==> src/rtl/fib_seq_engine_if.sv <==
// Handshake and read-back bundle between a run controller and fib_seq_engine.
// Latency: n/a (wires only).
// Backpressure: none; start is only honoured while the engine is idle.
interface fib_seq_engine_if #(
  parameter int WIDTH  = 16,
  parameter int ADDR_W = 4
);
  logic              start;
  logic [1:0]        mode;
  logic [WIDTH-1:0]  seed0;
  logic [WIDTH-1:0]  seed1;
  logic [ADDR_W-1:0] count;
  logic [ADDR_W-1:0] rd_addr;
  logic [WIDTH-1:0]  rd_data;
  logic              busy;
  logic              done;
  logic              overflow;
  logic [ADDR_W:0]   terms;

  // Controller side: issues runs and read addresses, observes status.
  modport master (
    output start, mode, seed0, seed1, count, rd_addr,
    input  rd_data, busy, done, overflow, terms
  );

  // Engine side.
  modport slave (
    input  start, mode, seed0, seed1, count, rd_addr,
    output rd_data, busy, done, overflow, terms
  );
endinterface

==> src/rtl/fib_seq_engine.sv <==
// Fills a register bank with R[k] = R[k-1] op R[k-2] from two seeds (add/sub/xor).
// Latency: done pulses count_eff+1 cycles after start is sampled; rd_data lags rd_addr by 1.
// Backpressure: start is ignored while busy; run inputs are latched at start.
module fib_seq_engine #(
  parameter int WIDTH  = 16,
  parameter int DEPTH  = 16,  // >= 3 and <= 2**ADDR_W
  parameter int ADDR_W = 4
) (
  input  logic            clk,
  input  logic            reset,
  fib_seq_engine_if.slave bus
);

  // Term counts need one extra bit so that a full bank (DEPTH terms) is representable.
  localparam int              CW      = ADDR_W + 1;
  localparam logic [CW-1:0]   DEPTH_C = CW'(DEPTH);
  localparam logic [CW-1:0]   TWO_C   = CW'(2);
  localparam logic [CW-1:0]   THREE_C = CW'(3);

  typedef enum logic [2:0] {
    S_IDLE    = 3'd0,
    S_SEED0   = 3'd1,
    S_SEED1   = 3'd2,
    S_COMPUTE = 3'd3,
    S_DONE    = 3'd4
  } state_t;

  state_t            state_q, state_d;

  // Run parameters captured when start is accepted.
  logic [1:0]        mode_q;
  logic [WIDTH-1:0]  seed0_q;
  logic [WIDTH-1:0]  seed1_q;
  logic [CW-1:0]     cnt_q;

  // Progress and status.
  logic [ADDR_W-1:0] k_q;
  logic [CW-1:0]     terms_q;
  logic              ovf_q;
  logic [WIDTH-1:0]  rd_data_q;

  logic [WIDTH-1:0]  mem_q [DEPTH];

  // Combinational helpers.
  logic [CW-1:0]     count_in;
  logic [CW-1:0]     count_eff;
  logic [ADDR_W-1:0] k_m1;
  logic [ADDR_W-1:0] k_m2;
  logic [WIDTH-1:0]  op_a;
  logic [WIDTH-1:0]  op_b;
  logic [WIDTH-1:0]  rd_val;
  logic [WIDTH:0]    ext;
  logic [WIDTH-1:0]  res;
  logic              flag;
  logic              stop_hit;
  logic              last_term;
  logic              busy_c;
  logic              done_c;
  logic              we;
  logic [ADDR_W-1:0] wa;
  logic [WIDTH-1:0]  wd;

  assign k_m1      = k_q - ADDR_W'(1);
  assign k_m2      = k_q - ADDR_W'(2);
  assign last_term = ({1'b0, k_q} == (cnt_q - CW'(1)));
  // Only the stop-on-overflow mode aborts; the other modes keep the wrapped value.
  assign stop_hit  = (mode_q == 2'b11) && flag;

  // Effective term count: fewer than two terms is meaningless, more than the bank holds is clamped.
  always_comb begin
    count_in = {1'b0, bus.count};
    if (count_in < THREE_C) begin
      count_eff = TWO_C;
    end else if (count_in > DEPTH_C) begin
      count_eff = DEPTH_C;
    end else begin
      count_eff = count_in;
    end
  end

  // Bank read muxes: two operands for the recurrence plus the read-back port (out of range reads 0).
  always_comb begin
    op_a   = '0;
    op_b   = '0;
    rd_val = '0;
    for (int i = 0; i < DEPTH; i++) begin
      if (k_m1 == ADDR_W'(i)) op_a = mem_q[i];
      if (k_m2 == ADDR_W'(i)) op_b = mem_q[i];
      if (bus.rd_addr == ADDR_W'(i)) rd_val = mem_q[i];
    end
  end

  // Operator: the extra top bit of ext carries the add carry-out or the subtract borrow.
  always_comb begin
    ext  = '0;
    res  = '0;
    flag = 1'b0;
    case (mode_q)
      2'b01: begin
        ext  = {1'b0, op_a} - {1'b0, op_b};
        res  = ext[WIDTH-1:0];
        flag = ext[WIDTH];
      end
      2'b10: begin
        res  = op_a ^ op_b;
      end
      default: begin
        ext  = {1'b0, op_a} + {1'b0, op_b};
        res  = ext[WIDTH-1:0];
        flag = ext[WIDTH];
      end
    endcase
  end

  // State register.
  always_ff @(posedge clk) begin
    if (reset) begin
      state_q <= S_IDLE;
    end else begin
      state_q <= state_d;
    end
  end

  // Next-state logic.
  always_comb begin
    state_d = state_q;
    case (state_q)
      S_IDLE:    if (bus.start) state_d = S_SEED0;
      S_SEED0:   state_d = S_SEED1;
      S_SEED1:   state_d = (cnt_q == TWO_C) ? S_DONE : S_COMPUTE;
      S_COMPUTE: if (stop_hit || last_term) state_d = S_DONE;
      S_DONE:    state_d = S_IDLE;
      default:   state_d = S_IDLE;
    endcase
  end

  // State-decoded outputs and bank write port.
  always_comb begin
    busy_c = 1'b0;
    done_c = 1'b0;
    we     = 1'b0;
    wa     = '0;
    wd     = '0;
    case (state_q)
      S_SEED0: begin
        busy_c = 1'b1;
        we     = 1'b1;
        wa     = ADDR_W'(0);
        wd     = seed0_q;
      end
      S_SEED1: begin
        busy_c = 1'b1;
        we     = 1'b1;
        wa     = ADDR_W'(1);
        wd     = seed1_q;
      end
      S_COMPUTE: begin
        busy_c = 1'b1;
        we     = !stop_hit;
        wa     = k_q;
        wd     = res;
      end
      S_DONE: begin
        done_c = 1'b1;
      end
      default: begin
        busy_c = 1'b0;
      end
    endcase
  end

  // Run parameters, term index, term count and sticky overflow.
  always_ff @(posedge clk) begin
    if (reset) begin
      mode_q  <= '0;
      seed0_q <= '0;
      seed1_q <= '0;
      cnt_q   <= TWO_C;
      k_q     <= '0;
      terms_q <= '0;
      ovf_q   <= 1'b0;
    end else begin
      case (state_q)
        S_IDLE: begin
          if (bus.start) begin
            mode_q  <= bus.mode;
            seed0_q <= bus.seed0;
            seed1_q <= bus.seed1;
            cnt_q   <= count_eff;
            terms_q <= '0;
            ovf_q   <= 1'b0;
          end
        end
        S_SEED1: begin
          terms_q <= TWO_C;
          k_q     <= ADDR_W'(2);
        end
        S_COMPUTE: begin
          if (stop_hit) begin
            ovf_q <= 1'b1;
          end else begin
            terms_q <= {1'b0, k_q} + CW'(1);
            k_q     <= k_q + ADDR_W'(1);
            if (flag) ovf_q <= 1'b1;
          end
        end
        default: begin
          k_q <= k_q;
        end
      endcase
    end
  end

  // Register bank: cleared by reset, otherwise one write per cycle; untouched entries keep old data.
  always_ff @(posedge clk) begin
    if (reset) begin
      for (int i = 0; i < DEPTH; i++) mem_q[i] <= '0;
    end else if (we) begin
      for (int i = 0; i < DEPTH; i++) begin
        if (wa == ADDR_W'(i)) mem_q[i] <= wd;
      end
    end
  end

  // Registered read-back; a same-cycle write to the same entry is seen on the following read.
  always_ff @(posedge clk) begin
    if (reset) begin
      rd_data_q <= '0;
    end else begin
      rd_data_q <= rd_val;
    end
  end

  assign bus.rd_data  = rd_data_q;
  assign bus.busy     = busy_c;
  assign bus.done     = done_c;
  assign bus.overflow = ovf_q;
  assign bus.terms    = terms_q;

endmodule

==> src/flat_wrapper.sv <==
// flat-port wrapper written by rule: the top's interface ports become plain ports
module fib_seq_engine_flat 
#(
  parameter int WIDTH  = 16,
  parameter int DEPTH  = 16,                          
  parameter int ADDR_W = 4
)
  (clk, reset, bus_start, bus_mode, bus_seed0, bus_seed1, bus_count, bus_rd_addr, bus_rd_data, bus_busy, bus_done, bus_overflow, bus_terms);
  fib_seq_engine_if #(.WIDTH(WIDTH), .ADDR_W(ADDR_W)) bus_i ();
  input  logic clk;
  input  logic reset;
  input wire logic [$bits(bus_i.start)-1:0] bus_start;
  input wire logic [$bits(bus_i.mode)-1:0] bus_mode;
  input wire logic [$bits(bus_i.seed0)-1:0] bus_seed0;
  input wire logic [$bits(bus_i.seed1)-1:0] bus_seed1;
  input wire logic [$bits(bus_i.count)-1:0] bus_count;
  input wire logic [$bits(bus_i.rd_addr)-1:0] bus_rd_addr;
  output wire logic [$bits(bus_i.rd_data)-1:0] bus_rd_data;
  output wire logic [$bits(bus_i.busy)-1:0] bus_busy;
  output wire logic [$bits(bus_i.done)-1:0] bus_done;
  output wire logic [$bits(bus_i.overflow)-1:0] bus_overflow;
  output wire logic [$bits(bus_i.terms)-1:0] bus_terms;
  assign bus_i.start = bus_start;
  assign bus_i.mode = bus_mode;
  assign bus_i.seed0 = bus_seed0;
  assign bus_i.seed1 = bus_seed1;
  assign bus_i.count = bus_count;
  assign bus_i.rd_addr = bus_rd_addr;
  assign bus_rd_data = bus_i.rd_data;
  assign bus_busy = bus_i.busy;
  assign bus_done = bus_i.done;
  assign bus_overflow = bus_i.overflow;
  assign bus_terms = bus_i.terms;
  fib_seq_engine #(.WIDTH(WIDTH), .DEPTH(DEPTH), .ADDR_W(ADDR_W)) u_core (.clk(clk), .reset(reset), .bus(bus_i));
endmodule
==> config.mk <==
export PLATFORM = sky130hd
export DESIGN_NAME = fib_seq_engine_flat
export DESIGN_NICKNAME = d
export VERILOG_FILES = /design/src/rtl/fib_seq_engine_if.sv /design/src/rtl/fib_seq_engine.sv /design/src/flat_wrapper.sv
export SDC_FILE = /design/constraint.sdc
export NUM_CORES = 1
export LEC_CHECK = 0
export CORE_UTILIZATION = 35
export CTS_BUF_LIST = sky130_fd_sc_hd__clkbuf_8
export CTS_CLUSTER_SIZE = 16
export DETAILED_ROUTE_END_ITERATION = 12
export SYNTH_ARGS = -nofsm -noshare
export SYNTH_HDL_FRONTEND = slang
export SYNTH_SLANG_ARGS = --single-unit
==> constraint.sdc <==
create_clock -name clk -period 6.1 [get_ports clk]
set_input_delay 1.83 -clock clk [delete_from_list [all_inputs] [get_ports clk]]
set_output_delay 1.83 -clock clk [all_outputs]
set_load 0.03 [all_outputs]
=== Word level (Yosys, flattened, before mapping) ===
Memories as Yosys holds them, arrays and structs flattened.
Index checks and enable logic that the tools add are counted.

* Logic and storage cells: 279
* Memory bits (writable): 256
* Register bits after elaboration: 68
* Input bits: 45
* Memories: 1
* Output and inout bits: 24

{| class="wikitable"
|+ Memories
! memory !! words !! width !! rd ports !! clocked after memory_dff !! write ports !! line !! RTL
|-
| u_core.mem_q || 16 || 16 || 16 || 0 || 16 || fib_seq_engine.sv:42 || <nowiki>logic [WIDTH-1:0] mem_q [DEPTH];</nowiki>
|}

* $add $sub $neg: 7
* Bitwise gates (word level): 17
* Magnitude comparators: 2
* Reductions and logical operators: 18
* Eq/ne operators: 73
* Mux-type cells: 152

{| class="wikitable"
|+ Operator list
! cell !! count
|-
| 2-to-1 mux 16 bit || 64
|-
| == test 4 bit (second input constant) || 32
|-
| 2-to-1 mux 1 bit || 71
|-
| == test 4 x 3 -> 1 bit (second input constant) || 16
|-
| one-hot mux 16 bit (3 select lines) || 1
|-
| == test 4 x 2 -> 1 bit (second input constant) || 8
|-
| one-hot mux 16 bit (2 select lines) || 1
|-
| 2-to-1 mux 5 bit || 4
|-
| adder 16 x 16 -> 17 bit || 1
|-
| subtractor 16 x 16 -> 17 bit || 1
|-
| == test 4 x 1 -> 1 bit (second input constant) || 4
|-
| zero test 4 bit || 4
|-
| bitwise OR 1 bit || 16
|-
| one-hot mux 4 bit (2 select lines) || 2
|-
| XOR 16 bit || 1
|-
| one-hot mux 5 bit (3 select lines) || 1
|-
| one-hot mux 3 bit (4 select lines) || 1
|-
| 2-to-1 mux 3 bit || 3
|-
| == test 3 x 2 -> 1 bit (second input constant) || 2
|-
| one-hot mux 1 bit (2 select lines) || 3
|-
| AND reduction 2 bit || 3
|-
| AND reduction 3 bit || 2
|-
| adder 4 x 1 -> 5 bit (second input constant) || 1
|-
| == test 4 x 5 -> 1 bit || 1
|-
| other kinds (23) || 26
|}

=== Depth between registers and ports, before layout ===
Gate-level depths: netlist (run 1).

* Depth after elaboration: 27
* Mapped depth: 26
* Depth with buffers taken out: 21

=== Worst setup path after synthesis (run 1) ===
Ideal clock, no wire load.

* Path type: register to register
* Start: reg u_core.k_q[1]
* End: mem u_core.mem_q[15][0] (enable)
* Data arrival time: 6234 ps
* Clock period less this slack: 6645 ps
* Setup time: 411 ps
* Setup slack: -545 ps
* Buffers on the path: 4
* Stages on the path, launching flop included: 24
* Required time: 5689 ps
* Cell sequence: dfxtp_1 > clkbuf_1 > inv_1 > ha_1 > a21boi_1 > xnor2_1 > buf_2 > o221a_2 > clkbuf_1 > a221oi_1 > or4_1 > a31oi_1 > a211oi_1 > o31ai_1 > ha_1 > or2_2 > nor2_1 > o221a_2 > o2111a_1 > a311oi_4 > a21oi_2 > buf_6 > nand3_1 > o21ai_0

{| class="wikitable"
|+ RTL lines
! item !! line !! RTL
|-
| from (decl) || fib_seq_engine.sv:37 || <nowiki>logic [ADDR_W-1:0] k_q;</nowiki>
|-
| from (signal assigned) || fib_seq_engine.sv:203 || <nowiki>k_q <= k_q + ADDR_W'(1);</nowiki>
|-
| from (signal assigned) || fib_seq_engine.sv:208 || <nowiki>k_q <= k_q;</nowiki>
|-
| to (decl) || fib_seq_engine.sv:42 ||
|}

==> metrics.md, run 1 <==
| Metric | Value |
|---|---|
| Number of synthesized flops with an enable pin | around 260 |
| DPL Wire Length | 78.3 mm |
| Final Slew Violations | 0 |
| LEAKAGE | just over 9 nW |
| CP startpoint kind | register |
| FILL cells | 5461 |
| Initial antenna violation count | 2 |
| Vias in the first global route | between 20000 and 25000 |
| CTS sink cnt | 323 |
| Worst Path Required | ~6.5 ns |
| Share of flip-flops with an asynchronous set or reset | 0 |
| Clk_lat worst skew | approximately 0.70 ns |
| Critical Path End Type | register |
| CTS tree | yes |
| Synthesis Warnings | 0 |
| Placement Setup Slack | -0.449 ns |
| Critical Path AT | roughly 6.5 ns |
| Setup-failing EPs final | 0 |
| FF+latch count, synth | roughly 320 |
| Setup CP Type | reg -> reg |
| ANT nets after route | 0 |
| Clock skew | approximately 0.067 ns |
| Initial core utilization | 0.355 |
| Mapped Nets | ~2300 |
| CP Max Fanout | 14 |
| Layout cells sized above 1 | 0.200 |
| Top_reg_cell synth | edfxtp_1 |
| Root Buffer | clkbuf_8 |
| Largest net degree at the start of global routing | 42 |
| Chip Width | 241 um |
| Total number of vias | about 21000 |
| Sequential share of the synthesized area | 0.450 |
| Final hold viol count | 0 |
| Non-Filler Instances | about 3300 |
| Via/cell ratio | around 6.5 |
| Wire per inst | 31.8 um |
| Final period utilization | 0.993 |
| DR pass1 iterations | 9 |
| Status | completed |
| Synth Area per Inst | a little over 9 um2 |
| Worst-path clk slew | 0.06 ns |
| Fin crit period | between 6 and 7 ns |
| Gr usage total | 0.355 |
| Post-synth cell types | 87 |
| Slew headroom | 0.272 |
| Std cell rows | 87 |
| Max IR drop VDD | between 0.0001 and 0.00015 V |
| Die area | between 0.05 and 0.06 mm2 |
| GP Congestion | 1.02 |
| Final nets | approximately 2600 |
| Worst min-delay path category | reg -> reg |
| CTS buffer count | 66 |
| Die height | between 200 and 250 um |
| Hold buffers post-CTS | 0 |
| Final WS setup | between 0.04 and 0.05 ns |
| CTS max path bufs | 3 |
| First-pass GRT wire length | between 100 and 150 mm |
| Core area | roughly 0.056 mm2 |
| I/O pin total | 69 |
| Pwr dens | approximately 260 mW/mm2 |
| DR iter-0 viols | about 3100 |
| Peak Freq | roughly 170 MHz |
| # DRC | 0 |
| Post-Route WL | approximately 100 mm |
| Worst-Margin Slew | 1.08 ns |
| Mapped Cells | between 2000 and 2500 |
| Placed insts | ~3100 |
| Gr ovfl total | 0 |
| Syn Std Cell Area | ~0.02 mm2 |
| Synth-to-layout area growth | 25.3% |
| Max-cap violations | 0 |
| Maximum level of the CTS H-tree | 3 |
| IO buf count | 68 |
synthesized netlist by cell type (all sizes together), types with 12 or more instances:
cell,instances,area share
a222oi,13,0.0065
a211oi,35,0.013
nor3,49,0.012
o22ai,46,0.014
o211ai,20,0.0075
buf,38,0.011
a22o,26,0.011
and3,36,0.011
nand3,76,0.022
xnor2,13,0.0057
o21ai,150,0.037
nand2b,20,0.0062
dfxtp,67,0.067
or3,15,0.0049
nor2,305,0.057
nand2,227,0.042
and2,12,0.0037
a221o,19,0.0095
inv,53,0.0099
a31oi,22,0.0076
o31ai,15,0.0056
o221ai,21,0.0092
a21oi,153,0.039
nor2b,19,0.0059
clkbuf,135,0.025
ha,47,0.029
o311ai,12,0.0052
a221oi,43,0.019
a22oi,62,0.023
mux2,24,0.013
edfxtp,256,0.38
cell families (layout without fill, tap and decap cells):
| family | Yosys count | after routing | synth area share |
|---|---|---|---|
| and+or+nand+nor | 795 | 795 | 0.179 |
| AOI/OAI and AO/OA | 755 | 756 | 0.262 |
| DFF | 323 | 323 | 0.450 |
| buffers and inverters | 227 | 535 | 0.0461 |
| adders and majority gates | 50 | 50 | 0.0318 |
| muxes | 37 | 37 | 0.0237 |
| xor gates and xnor gates | 16 | 16 | 0.00698 |
| other | 0 | 1 | 0 |
flip-flops by register name (all words and copies together) (netlist names), 2 cells and up:
signal / flops
u_core.cnt_q: 4
u_core.bus.terms: 5
u_core.mode_q: 2
u_core.state_q: 3
u_core.k_q: 4
u_core.mem_q: 256
u_core.seed0_q: 16
u_core.bus.rd_data: 16
u_core.seed1_q: 16
worst paths after layout:
check | from | to | slack [ns] | depth (start not counted)
max | u_core.k_q[0] | u_core.mem_q[0][12] | 0.04 | 21
min | u_core.seed0_q[6] | u_core.seed0_q[6] | 0.46 | 2
max reg2reg | u_core.k_q[0] | u_core.mem_q[0][12] | 0.04 | 21
min reg2reg | u_core.seed0_q[6] | u_core.seed0_q[6] | 0.46 | 2
per-layer routing:
metal,track usage,share of wire,vias to the layer above
met5,0,0.00013,-
met4,0.179,0.059,2
met3,0.0768,0.10,328
met2,0.551,0.44,1445
met1,0.467,0.40,10400
li1,-,-,8944
power breakdown:
part | internal, mW | switching (mW)
logic | 0.647 | 1.09
clock network | 1.10 | 1.05
registers | 2.49 | 0.119
total | 4.23 | 2.25
layout by cell type, fill, tap and decap left out, drive strengths merged, types with 11 or more instances in the layout:
master / instances
a222oi: 13
o211ai: 20
and3: 36
buf: 295
nand4: 11
xnor2: 13
o31ai: 15
o221ai: 21
nand3: 76
clkbuf: 69
nor3: 49
nand2: 227
a21oi: 153
ha: 47
o21ai: 150
inv: 79
a22o: 26
o311ai: 12
nand2b: 20
nor2b: 19
o22ai: 46
o311a: 11
edfxtp: 256
nor2: 305
a22oi: 62
a221oi: 43
a211oi: 35
mux2: 24
a31oi: 22
clkdlybuf4s50: 65
or3: 15
clkinv: 22
and2: 12
a221o: 19
dfxtp: 67
per-stage QoR:
step           hold slack, ns  setup TNS (ns)   util  cell area [um2]  total power [mW]
2_1_floorplan           0.433               0      -            20100              3.46
3_3_place_gp            0.445         -112.68  0.416            23500              4.28
3_5_place_dp            0.448         -125.98  0.416            23500              4.27
4_1_cts                 0.455               0  0.442            25000              6.43
5_1_grt                 0.474          -0.275  0.445            25100              6.69
6_report                0.456               0  0.445            25100              6.49
what timing repair did:
item	4_1_cts	5_1_grt
resized for setup	38	41
setup buffers	3	2
pin swaps	4	5
cloned	1	1
setup endpoints to repair	440	474
critical path, cell delays in order, from the launching register on:
cell and delay (ns):
dfxtp_1 0.40, buf_4 0.17, ha_1 0.54, nand2_1 0.42, buf_4 0.29, o21ai_0 0.40, a211oi_2 0.18, o21ai_0 0.50
nand3_1 0.23, ha_1 0.36, o21ai_0 0.12, a21oi_2 0.25, a31oi_4 0.15, or3_4 0.41, a311oi_4 0.25, buf_4 0.19
buf_4 0.16, nor4b_4 0.06, buf_4 0.18, a21oi_4 0.20, nand2_1 0.15, buf_12 0.22
area by class of cell:
type / instances / area, um2 / share of cell area
multi-input cells: 1654 / 10500 / 0.416
flip-flops and latches: 323 / 9030 / 0.359
repair buffers: 361 / 3300 / 0.131
clock buffers: 69 / 950 / 0.0378
well taps: 756 / 946 / 0.0376
clock inverters: 51 / 255 / 0.0101
inverters: 54 / 203 / 0.00806
diodes: 1 / 2.50 / 0.0000995
Power figures use the tool's default switching activity.
==> inputs of run 2 (changes only) <==
--- a/config.mk
+++ b/config.mk
@@ -9,6 +9,8 @@
 export CTS_BUF_LIST = sky130_fd_sc_hd__clkbuf_8
 export CTS_CLUSTER_SIZE = 16
 export DETAILED_ROUTE_END_ITERATION = 12
+export PLACE_DENSITY = 0.51
+export SKIP_LAST_GASP = 1
 export SYNTH_ARGS = -nofsm -noshare
 export SYNTH_HDL_FRONTEND = slang
 export SYNTH_SLANG_ARGS = --single-unit
==> metrics.md, run 2 (synthesis results as in run 1) <==
| Metric | Value |
|---|---|
| GP Congestion | 0.981 (was 1.02) |
| Most used cell, CP | buf_4 (unchanged) |
| Crit path max-delay family | simple AND/OR/NAND/NOR gates (was compound AO/OA/AOI/OAI gates) |
| CTS tree | yes (unchanged) |
| Sw frac | 0.344 (was 0.348) |
| Placed insts | 3124 (was 3141) |
| Final WS setup | 0.199 ns (was 0.0421 ns) |
| Buf/Inv on CP | 5 (was 6) |
| DPL Wire Length | 79.0 mm (was 78.3 mm) |
| Root Buffer | clkbuf_8 (unchanged) |
| Most frequent cells in the layout | nor2_1, edfxtp_1, buf_4, nand2_1, a21oi_1 (was nor2_1, buf_4, edfxtp_1, nand2_1, a21oi_1) |
| Total number of vias | 20800 (was 21100) |
| Final instance area | 0.0249 mm2 (was 0.0251 mm2) |
| Die height | 241 um (unchanged) |
| Sequential power share | 0.406 (was 0.402) |
| RSZ-0062 raised after global routing | no |
| CP max stage cell | or4_1 (was ha_1) |
| # DRC | 0 (unchanged) |
| Initial antenna violation count | 1 (was 2) |
| Wire per inst | 32.2 um (was 31.8 um) |
| Max IR drop VDD | 0.000176 V (was 0.000136 V) |
| Synth-to-layout area growth | 23.9% (was 25.3%) |
| Largest net degree at the start of global routing | 36 (was 42) |
| Die area | 0.0583 mm2 (unchanged) |
| Vias in the first global route | 20000 (was 20300) |
| Clk_lat worst skew | 0.72 ns (was 0.70 ns) |
| Core area | 0.0565 mm2 (unchanged) |
| Setup-failing EPs final | 0 (unchanged) |
| Gr usage total | 0.355 (about the same) |
| Worst min-delay path category | reg -> reg (unchanged) |
| CTS max path bufs | 3 (unchanged) |
| Combinational share of power | 0.263 (was 0.267) |
| CP Max Fanout | 24 (was 14) |
| Non-Filler Instances | 3240 (was 3269) |
| CP max stage delay | 0.56 ns (was 0.54 ns) |
| Placement Setup Slack | -0.0736 ns (was -0.449 ns) |
| Status | completed (unchanged) |
| CTS sink cnt | 323 (unchanged) |
| Crit path cell chain | buf_4, nand2b_1, and2_0, and3_2, buf_4, a221oi_1, or4_1, a31oi_1, a211oi_1, o31ai_1, buf_4, ha_1, a211o_1, a31oi_4, or3_4, a311oi_4, buf_6, nor4b_4, nor2_1, o21ai_4, clkbuf_16 (was buf_4, ha_1, nand2_1, buf_4, o21ai_0, a211oi_2, o21ai_0, nand3_1, ha_1, o21ai_0, a21oi_2, a31oi_4, or3_4, a311oi_4, buf_4, buf_4, nor4b_4, buf_4, a21oi_4, nand2_1, buf_12) |
| Final nets | 2526 (was 2554) |
| DR iter-0 viols | 2940 (was 3109) |
| ANT nets after route | 0 (unchanged) |
| Worst-path clk slew | 0.07 ns (was 0.06 ns) |
| Chip Width | 241 um (unchanged) |
| DP Area | 0.0234 mm2 (was 0.0235 mm2) |
| Final Slew Violations | 0 (unchanged) |
| Critical Path AT | 6.32 ns (was 6.49 ns) |
| Final hold viol count | 0 (unchanged) |
| LEAKAGE | 9.15 nW (was 9.30 nW) |
| Pwr dens | 258 mW/mm2 (about the same) |
| Max FFs per register | 256 (unchanged) |
| Net Sw Power | 2.21 mW (was 2.25 mW) |
| Std cell rows | 87 (unchanged) |
| Layout cells sized above 1 | 0.192 (was 0.200) |
| I/O pin total | 69 (unchanged) |
| Worst Path Required | 6.52 ns (was 6.53 ns) |
| Critical Path End Type | register (unchanged) |
| Setup CP Type | reg -> reg (unchanged) |
| Peak Freq | 169 MHz (was 165 MHz) |
| Max-cap violations | 0 (unchanged) |
| Final period utilization | 0.967 (was 0.993) |
| Final Util | 0.440 (was 0.445) |
| First-pass GRT wire length | 146 mm (about the same) |
| CP startpoint kind | register (unchanged) |
| Via/cell ratio | 6.43 (was 6.46) |
| Worst-Margin Slew | 1.02 ns (was 1.08 ns) |
| Gr ovfl total | 0 (unchanged) |
| Slew headroom | 0.318 (was 0.272) |
| CTS buffer count | 59 (was 66) |
| DR pass1 iterations | 6 (was 9) |
| Post-Route WL | 104 mm (about the same) |
| Initial core utilization | 0.355 (unchanged) |
| Maximum level of the CTS H-tree | 2 (was 3) |
| Design Power | 6.41 mW (was 6.49 mW) |
| Clock power frac | 0.330 (about the same) |
| Clock skew | 0.0457 ns (was 0.0668 ns) |
| IO buf count | 68 (unchanged) |
| Cell internal pwr | 4.20 mW (was 4.23 mW) |
| Top reg by flops | u_core.mem_q (unchanged) |
| Most common cell after layout, fill and taps aside | nor2_1 (unchanged) |
| Fin crit period | 5.90 ns (was 6.06 ns) |
==> run 2: cell count changes in the layout (fill, tap and decap cells not counted), sizes merged <==
| cell | change |
|---|---|
| clkinv | -3 |
| diode | +1 |
| inv | -4 |
| clkbuf | -1 |
| bufbuf | -1 |
| buf | -20 |
| clkinvlp | -1 |
| bufinv | +1 |
| o221a | -1 |
==> run 2: power groups by stage <==
| stage | Sequential (mW) | Combinational [mW] | Clock, mW |
|---|---|---|---|
| after CTS | 2.60 | 1.62 | 2.15 |
| final | 2.60 | 1.69 | 2.12 |
| after global routing | 2.61 | 1.78 | 2.24 |
| after floorplan | 2.61 | 0.850 | 0 |
| after global placement | 2.64 | 1.61 | 0 |
| after detailed placement | 2.64 | 1.61 | 0 |
==> run 2: final timing paths <==
check / from / endpoint / slack [ns] / cells after the start
worst min-delay path: u_core.seed1_q[12] / u_core.seed1_q[12] / 0.45 / 2
worst max register to register: u_core.k_q[2] / u_core.mem_q[12][3] / 0.20 / 21
worst min register to register: u_core.seed1_q[12] / u_core.seed1_q[12] / 0.45 / 2
worst max-delay path: u_core.k_q[2] / u_core.mem_q[12][3] / 0.20 / 21
==> run 2: what timing repair did <==
| item | in CTS | in global routing |
|---|---|---|
| setup buffers | 0 | 2 |
| cloned | 0 | 1 |
| pin swaps | 0 | 8 |
| gates resized for setup | 4 | 55 |
| hold buffers | 0 | 0 |
| setup endpoints to repair | 173 | 454 |
==> run 2: metal layers <==
metal | part of all wire | up-vias | GRT usage
li1 | - | 8875 | -
met1 | 0.41 | 10300 | 0.473
met2 | 0.44 | 1391 | 0.549
met3 | 0.094 | 264 | 0.0695
met4 | 0.054 | 0 | 0.175
met5 | 0 | - | 0
==> run 2: cell type report <==
class / count / area, um2
diodes: 2 / 5.00
clock buffers: 67 / 922
clock inverters: 44 / 248
fillers: 5559 / 31600
inverters: 54 / 203
multi-input cells: 1653 / 10400
flip-flops and latches: 323 / 9030
well taps: 756 / 946
repair buffers: 341 / 3140
==> run 2: through the flow <==
step	TNS [ns]	hold slack [ns]
after floorplan	0	0.433
after global placement	-8.12	0.444
after detailed placement	-1.50	0.447
after CTS	0	0.454
after global routing	0	0.471
final	0	0.454
==> run 2: worst min-delay path, cell delays in order (launching register included) <==
cell and delay, ns:
dfxtp_1 0.30, nand2_1 0.05, a21oi_1 0.05
